--- src/rtl/bist_pkg.sv ---
// Shared types and default parameters for the BIST pattern generator / response analyzer.
package bist_pkg;

  typedef enum logic [1:0] {
    IDLE    = 2'd0,
    ARMED   = 2'd1,
    COMPACT = 2'd2,
    RESULT  = 2'd3
  } state_t;

  localparam int         DEF_WIDTH     = 8;
  localparam int         DEF_CNT_W     = 16;
  localparam logic [7:0] DEF_LFSR_TAPS = 8'hB8;
  localparam logic [7:0] DEF_LFSR_SEED = 8'h01;
  localparam logic [7:0] DEF_MISR_TAPS = 8'hB8;
  localparam logic [7:0] DEF_MISR_SEED = 8'h00;
  localparam logic [7:0] DEF_GOLDEN    = 8'h00;

endpackage

--- src/rtl/bist_lfsr.sv ---
// Shift register with XOR feedback; with din tied low it is a plain LFSR,
// with din driven by a response it acts as a MISR.
module bist_lfsr #(
  parameter int               WIDTH = 8,
  parameter logic [WIDTH-1:0] TAPS  = '0
) (
  input  logic             clk,
  input  logic             reset,
  input  logic             load,
  input  logic             enable,
  input  logic [WIDTH-1:0] seed,
  input  logic [WIDTH-1:0] din,
  output logic [WIDTH-1:0] q
);

  always_ff @(posedge clk) begin
    if (reset || load) begin
      q <= seed;
    end else if (enable) begin
      q <= {q[WIDTH-2:0], ^(q & TAPS)} ^ din;
    end
  end

endmodule

--- src/rtl/bist_tpg_ora.sv ---
// BIST test-pattern generator and output-response analyzer: LFSR stimulus,
// MISR compaction, pattern counter and a latched signature compare.
module bist_tpg_ora
  import bist_pkg::*;
#(
  parameter int               WIDTH     = DEF_WIDTH,
  parameter int               CNT_W     = DEF_CNT_W,
  parameter logic [WIDTH-1:0] LFSR_TAPS = WIDTH'(DEF_LFSR_TAPS),
  parameter logic [WIDTH-1:0] LFSR_SEED = WIDTH'(DEF_LFSR_SEED),
  parameter logic [WIDTH-1:0] MISR_TAPS = WIDTH'(DEF_MISR_TAPS),
  parameter logic [WIDTH-1:0] MISR_SEED = WIDTH'(DEF_MISR_SEED),
  parameter logic [WIDTH-1:0] GOLDEN    = WIDTH'(DEF_GOLDEN)
) (
  input  logic             clk,
  input  logic             reset,
  input  logic             init,
  input  logic             running,
  input  logic             toggle,
  input  logic             finish,
  input  logic [WIDTH-1:0] cut_out,
  output logic [WIDTH-1:0] pattern,
  output logic [WIDTH-1:0] signature,
  output logic [CNT_W-1:0] pattern_cnt,
  output logic             done,
  output logic             pass,
  output logic             fail,
  output state_t           state_dbg
);

  if (WIDTH < 2) begin : g_bad_width
    $error("bist_tpg_ora: WIDTH must be at least 2");
  end
  if (LFSR_SEED == '0) begin : g_bad_seed
    $error("bist_tpg_ora: LFSR_SEED must be nonzero");
  end

  state_t           state, state_nxt;
  logic             load, step;
  logic             res_set, res_pass;
  logic [WIDTH-1:0] lfsr;

  bist_lfsr #(.WIDTH(WIDTH), .TAPS(LFSR_TAPS)) u_lfsr (
    .clk    (clk),
    .reset  (reset),
    .load   (load),
    .enable (step),
    .seed   (LFSR_SEED),
    .din    ('0),
    .q      (lfsr)
  );

  bist_lfsr #(.WIDTH(WIDTH), .TAPS(MISR_TAPS)) u_misr (
    .clk    (clk),
    .reset  (reset),
    .load   (load),
    .enable (step),
    .seed   (MISR_SEED),
    .din    (cut_out),
    .q      (signature)
  );

  assign pattern   = lfsr ^ {WIDTH{toggle}};
  assign state_dbg = state;

  // Priority init > finish > running; a finish with nothing armed reports a failed run.
  always_comb begin
    state_nxt = state;
    load      = 1'b0;
    step      = 1'b0;
    res_set   = 1'b0;
    res_pass  = 1'b0;
    if (init) begin
      load      = 1'b1;
      state_nxt = ARMED;
    end else if (finish) begin
      case (state)
        IDLE: begin
          res_set   = 1'b1;
          state_nxt = RESULT;
        end
        ARMED, COMPACT: begin
          res_set   = 1'b1;
          res_pass  = (signature == GOLDEN);
          state_nxt = RESULT;
        end
        default: ;
      endcase
    end else if (running && (state == ARMED || state == COMPACT)) begin
      step      = 1'b1;
      state_nxt = COMPACT;
    end
  end

  // done qualifies pass/fail: once set, all three hold until init or reset.
  always_ff @(posedge clk) begin
    if (reset) begin
      state       <= IDLE;
      pattern_cnt <= '0;
      done        <= 1'b0;
      pass        <= 1'b0;
      fail        <= 1'b0;
    end else begin
      state <= state_nxt;
      if (load) begin
        pattern_cnt <= '0;
        done        <= 1'b0;
        pass        <= 1'b0;
        fail        <= 1'b0;
      end else begin
        if (step && pattern_cnt != '1) begin
          pattern_cnt <= pattern_cnt + 1'b1;
        end
        if (res_set) begin
          done <= 1'b1;
          pass <= res_pass;
          fail <= !res_pass;
        end
      end
    end
  end

endmodule

--- config.mk ---
export PLATFORM = sky130hd
export DESIGN_NAME = bist_tpg_ora
export DESIGN_NICKNAME = d
export VERILOG_FILES = /design/src/rtl/bist_pkg.sv /design/src/rtl/bist_lfsr.sv /design/src/rtl/bist_tpg_ora.sv
export SDC_FILE = /design/constraint.sdc
export NUM_CORES = 1
export LEC_CHECK = 0
export ABC_AREA = 0
export ABC_CLOCK_PERIOD_IN_PS = 3550
export CAP_MARGIN = 40
export CORE_UTILIZATION = 45
export DETAILED_ROUTE_END_ITERATION = 10
export DONT_BUFFER_PORTS = 1
export MAX_ROUTING_LAYER = met4
export PLACE_DENSITY = 0.6
export SLEW_MARGIN = 15
export SYNTH_ARGS = -nofsm -noshare
export SYNTH_HDL_FRONTEND = slang
export SYNTH_SLANG_ARGS = --single-unit
--- constraint.sdc ---
create_clock -name clk -period 3.55 [get_ports clk]
set_input_delay 0.355 -clock clk [delete_from_list [all_inputs] [get_ports clk]]
set_output_delay 0.355 -clock clk [all_outputs]
set_load 0.1 [all_outputs]
== Word level (Yosys, flattened, before mapping) ==
Cells that the tools add are included.
Operators by class
  eq/ne operators: 5
  reduce and logical (&&, ||, !) cells: 17
  muxes and demuxes: 14
  add/sub/neg operators: 1
  bitwise gates (word level): 2
Operators with widths (count)
  $add 16x1->16 const B: 1
  $ne 16x16->1 const B: 1
  $reduce_xor 8->1: 2
  $xor 8x8->8: 2
  $mux 1: 11
  $logic_not 8->1: 1
  $mux 2: 3
  $reduce_or 2->1: 3
  $reduce_and 2->1: 2
  $ne 3x3->1 const B: 1
  $reduce_bool 3->1: 1
  $reduce_or 3->1: 1
  $eq 2x1->1 const B: 1
  $eq 2x2->1 const B: 1
  $logic_and 1x1->1: 2
  $logic_not 2->1: 1
  $logic_or 1x1->1: 2
  $ne 2x2->1 const B: 1
  $reduce_bool 2->1: 1
  $logic_not 1->1: 1
Word-level totals
  bits in registers: 37
  output and inout port bits: 37

== Depth between registers and ports, before layout ==
  depth after elaboration: 7
  depth in mapped cells: 6
  depth with buffers taken out: 6

== Modules after synthesis ==
Synthesis repeated with hierarchy kept, for this count alone.
Second synthesis, totals
  cells, all modules: 207
  area, all modules: 2050.7 um^2
Modules (own cells, without submodules)
  bist_tpg_ora: cells an instance 131, sequential area each 420.4 um^2, instances 1, area an instance 1169.9 um^2
  bist_lfsr: cells an instance 38, sequential area each 240.2 um^2, instances 2, area an instance 440.4 um^2

== Least setup slack after synthesis ==
OpenSTA, ideal clock, no wires.
  path type: input port to output port
  start: in toggle
  end: out pattern[0]
  cell stages on the path: 2
  data arrival time: 2166 ps
  path slack: 1029 ps
  buffers on the path: 1
  data required time: 3195 ps
  cell sequence: clkbuf_1 > xor2_1
On the way
  longest elaborated chain between the ends: 1
RTL lines
  start: declaration: line bist_tpg_ora.sv:18  | input logic toggle,
  $xor 8x8->8: line bist_tpg_ora.sv:62  | assign pattern = lfsr ^ {WIDTH{toggle}};
  end: declaration: line bist_tpg_ora.sv:21  | output logic [WIDTH-1:0] pattern,
No other way between the ends.

== Worst setup path in the final report ==
  start: reg state[0] (netlist: state_dbg[0])
  end: reg pattern_cnt[7]
On the way
  longest elaborated chain between the ends: 7
  elaborated cells between the ends (all ways): 8
  those cells by class: eq/ne: 2; mux: 3; reduce/logical: 3
RTL lines
  start: declaration: line bist_tpg_ora.sv:37  | state_t state, state_nxt;
  start signal: assignment: line bist_tpg_ora.sv:103  | state <= state_nxt;
  $eq 2x1->1 or $eq 2x2->1 (tied branches): line bist_tpg_ora.sv:88  | end else if (running && (state == ARMED || state == COMPACT)) begin
  $logic_or 1x1->1 *: line bist_tpg_ora.sv:88
  $logic_and 1x1->1 *: line bist_tpg_ora.sv:88
  $mux 1 *: line bist_tpg_ora.sv:88
  $mux 1 *: line bist_tpg_ora.sv:75  | end else if (finish) begin
  $mux 1 *: line bist_tpg_ora.sv:72  | if (init) begin
  $logic_and 1x1->1 *: line bist_tpg_ora.sv:110  | if (step && pattern_cnt != '1) begin
  end signal: assignment: line bist_tpg_ora.sv:111  | pattern_cnt <= pattern_cnt + 1'b1;
  end: declaration: line bist_tpg_ora.sv:23  | output logic [CNT_W-1:0] pattern_cnt,
Mark *: on every way between the ends. The rest lies on a longest branch, timed or not.
A chain may end at the register's enable or synchronous reset.

==> flow_metrics.py <==
metrics = {
    "run_status": {
        "outcome": "completed",
    },
    "critical_path": {
        "r2r_slack_ps": 950,
        "worst-endpoint-required_ps": 3760,
        "worstRegToRegCells": 6,
        "crit_type": "register to register",
        "worst_ep_arrival_time_ps": 2820,
        "crit_path_max_fanout": 23,
        "critical_path_sink_type": "register",
        "worst_setup_path_start_kind": "register",
    },
    "final_layout": {
        "layout.filler_cells": 310,
        "final_net_count": 259,
        "mostFrequentLayoutCell": "dfxtp_1",
        "antenna_cells_inserted": 0,
        "layout-drive-gt1-share": 0.255,
        "area_growth_syn_to_layout_pct": 34.6,
        "layout_common_cells": "dfxtp_1, nand2_1, buf_8",
    },
    "detailed_routing": {
        "route.final.wire_length_um": 4410,
        "post_drt_via_cell_ratio": 5.65,
        "first_iter_violations": 116,
        "vias": 1645,
        "final_antenna_net_count": 0,
        "drt-pass1-iter-count": 4,
        "avgRoutedWirePerCell_um": 15.2,
        "detail_route.drc_violations": 0,
    },
    "synth": {
        "yosysWarnings": 0,
        "synth.ff_latch_count": 37,
        "syn_area_sq_um": 1810,
        "largest_family_of_logic_cells_by_synthesized_area": "simple AND/OR/NAND/NOR gates",
        "post_synth.cell_area_avg_sq_um": 8.67,
        "synth_sequential_area_ratio": 0.409,
        "synth.area.top_cells": "dfxtp_1, xnor2_1, nand2_1",
        "synth_top_cell_area_share": 0.409,
        "synthesis.instances": 209,
        "yosys.area_share.simple": 0.259,
        "yosys.cell_types.count": 40,
        "yosys.area_share.xor_xnor": 0.101,
        "post_synth_fa_ha_maj_area_fraction": 0.0207,
        "synth-compound-area-share": 0.162,
        "share_of_cell_area_taken_by_muxes_after_synthesis": 0.0110,
        "mappedNetlistNets": 226,
        "synth_top_cell_by_area": "dfxtp_1",
    },
    "clock_network": {
        "cts_clock_pin_slew_for_the_worst_setup_and_hold_paths_ps": 80,
        "cts_root_buf": "clkbuf_8",
        "tritoncts": "done",
        "clock_tree.htree_level_count": 2,
        "tritoncts.num_buffers": 5,
        "insertion_delay_ps": 280,
        "cts_post_setup_buffers_inserted": 0,
        "clock_net_sink_count": 37,
        "cts_repair_resize_count": 0,
        "cts_buffer_depth": 2,
        "holdBufCountCts": 0,
    },
    "pwr": {
        "net_switching_fraction_of_the_power": 0.282,
        "net-switching-power_w": 0.000274,
        "cellPowerDensity_nw_per_um2": 398,
        "p_comb_frac": 0.171,
        "power.share.sequential": 0.440,
        "leakage_nw": 0.904,
        "pwr-share-clk": 0.389,
        "intPower_w": 0.000697,
        "ir_worst_vdd_uv": 319,
    },
    "global_route": {
        "overflow": 0,
        "globalRouteMet3Util": 0.0747,
        "track_usage": 0.226,
        "grt_pass1_wl_um": 7170,
        "met1_usage": 0.246,
        "global_route.usage.met2": 0.389,
        "first_global_vias": 1557,
        "antenna_violations_before_repair": 0,
        "grt_max_degree": 33,
        "grt.busiest_layer": "met2",
    },
    "hold_path": {
        "min-delay-path-class": "input port to register",
        "holdPathStages": 1,
    },
    "job": {
        "cap_viol_max_count": 0,
    },
    "timing": {
        "hold_violations": 0,
        "final_number_of_setup_violating_endpoints": 0,
        "unrepaired_setup_endpoints_after_global_routing": "no",
        "post-route-worst-setup-slack_ps": 947,
        "worst_slew_pin_slew_ps": 778,
        "timing.slew.headroom": 0.482,
        "totalNegativeSetupSlack_ps": 0,
        "slew_viol_final": 0,
        "worst_skew_ps": 8.56,
        "finalCritPeriodShare": 0.733,
        "fmaxAchievable_ghz": 0.384,
        "final_period_minus_worst_setup_slack_ps": 2600,
    },
    "die": {
        "fp.dieW_um": 65.5,
        "rows": 22,
        "floorplan.initialDensity": 0.481,
        "boundaryPins": 51,
        "die_area_sq_um": 4290,
        "chip_height_um": 65.5,
        "area_of_the_core_sq_um": 3770,
    },
    "place": {
        "placement.io_buffers": 0,
        "gp_congestion": 0.770,
        "place_ws_ps": 980,
        "dpl.hpwl_um": 3320,
    },
}
## per-stage QoR
step | hold WS, ps | utilization | instances | total power, W | cell area [sq um]
finish | 144 | 0.647 | 291 | 0.000971 | 2440
global route | 123 | 0.647 | 291 | 0.00101 | 2440
CTS | 129 | 0.647 | 291 | 0.000984 | 2440
detailed placement | 438 | 0.616 | 283 | 0.000604 | 2320
global placement | 435 | 0.530 | 262 | 0.000572 | 2000
floorplan | 427 | - | 209 | 0.000561 | 1810
## layer usage
metal / vias to the layer above / part of all wire
li1: 817 / -
met1: 791 / 0.42
met5: - / 0
met3: 2 / 0.049
met2: 35 / 0.52
met4: 0 / 0.0054
## synthesized netlist by cell type (all sizes together)
library cell,instances
and4,7
o41ai,2
a211oi,9
or2,2
a2111oi,1
o211ai,1
a21oi,18
o21ai,6
and4bb,1
nand2b,2
o31ai,3
nor3,5
clkbuf,9
and2,1
o311ai,2
or3,6
ha,3
inv,3
nor2,16
or4,3
xor2,10
nand3,4
nand3b,2
nor2b,1
and3b,2
mux2i,2
buf,2
dfxtp,37
and3,2
nand2,25
a41o,1
nand4,6
o211a,1
xnor2,11
a31oi,2
nor4,1
## area by class of cell
cell class | instances | area, sq um | share of cell area
Inverter | 3 | 11.3 | 0.00461
Timing Repair Buffer | 37 | 448 | 0.183
Clock buffer | 7 | 86.3 | 0.0354
Tap cell | 48 | 60.1 | 0.0246
Multi-Input combinational cell | 158 | 1060 | 0.436
Sequential cell | 37 | 741 | 0.303
Clock inverter | 1 | 30.0 | 0.0123
## flip-flops by register name, indices dropped and copies added (netlist names)
signal / cells
pattern_cnt: 16
u_lfsr.q: 8
u_misr.q: 8
state_dbg: 2
done: 1
fail: 1
pass: 1
## final timing paths
| kind | start | to |
|---|---|---|
| worst max register to register | state_dbg[0] | pattern_cnt[7] |
| worst min register to register | pass | pass |
| worst min-delay path | reset | state_dbg[0] |
| worst max-delay path | state_dbg[0] | pattern_cnt[7] |
## worst max-delay path, stage by stage (launching register included)
cell and delay (ps):
dfxtp_1 300, buf_4 230, ha_1 370, and3b_1 690
nand2_1 280, or4_1 520, a21oi_1 150
## kinds of logic (layout without fill, tap and decap cells)
kind of cell               Yosys count  after routing
DFF                                 37             37
buffers and inverters               14             48
AOI/OAI and AO/OA                   46             46
muxes                                2              2
and+or+nand+nor                     86             86
xor gates and xnor gates            21             21
adders and majority gates            3              3
## power by group through the flow
| stage | registers, W | clock network (W) | logic, W |
|---|---|---|---|
| after global routing | 0.000428 | 0.000408 | 0.000173 |
| after global placement | 0.000460 | 0 | 0.000112 |
| after floorplan | 0.000478 | 0 | 0.0000834 |
| after CTS | 0.000427 | 0.000390 | 0.000167 |
| after detailed placement | 0.000437 | 0 | 0.000167 |
| final | 0.000427 | 0.000378 | 0.000166 |
Note: power is estimated with default switching activity, not from simulation.
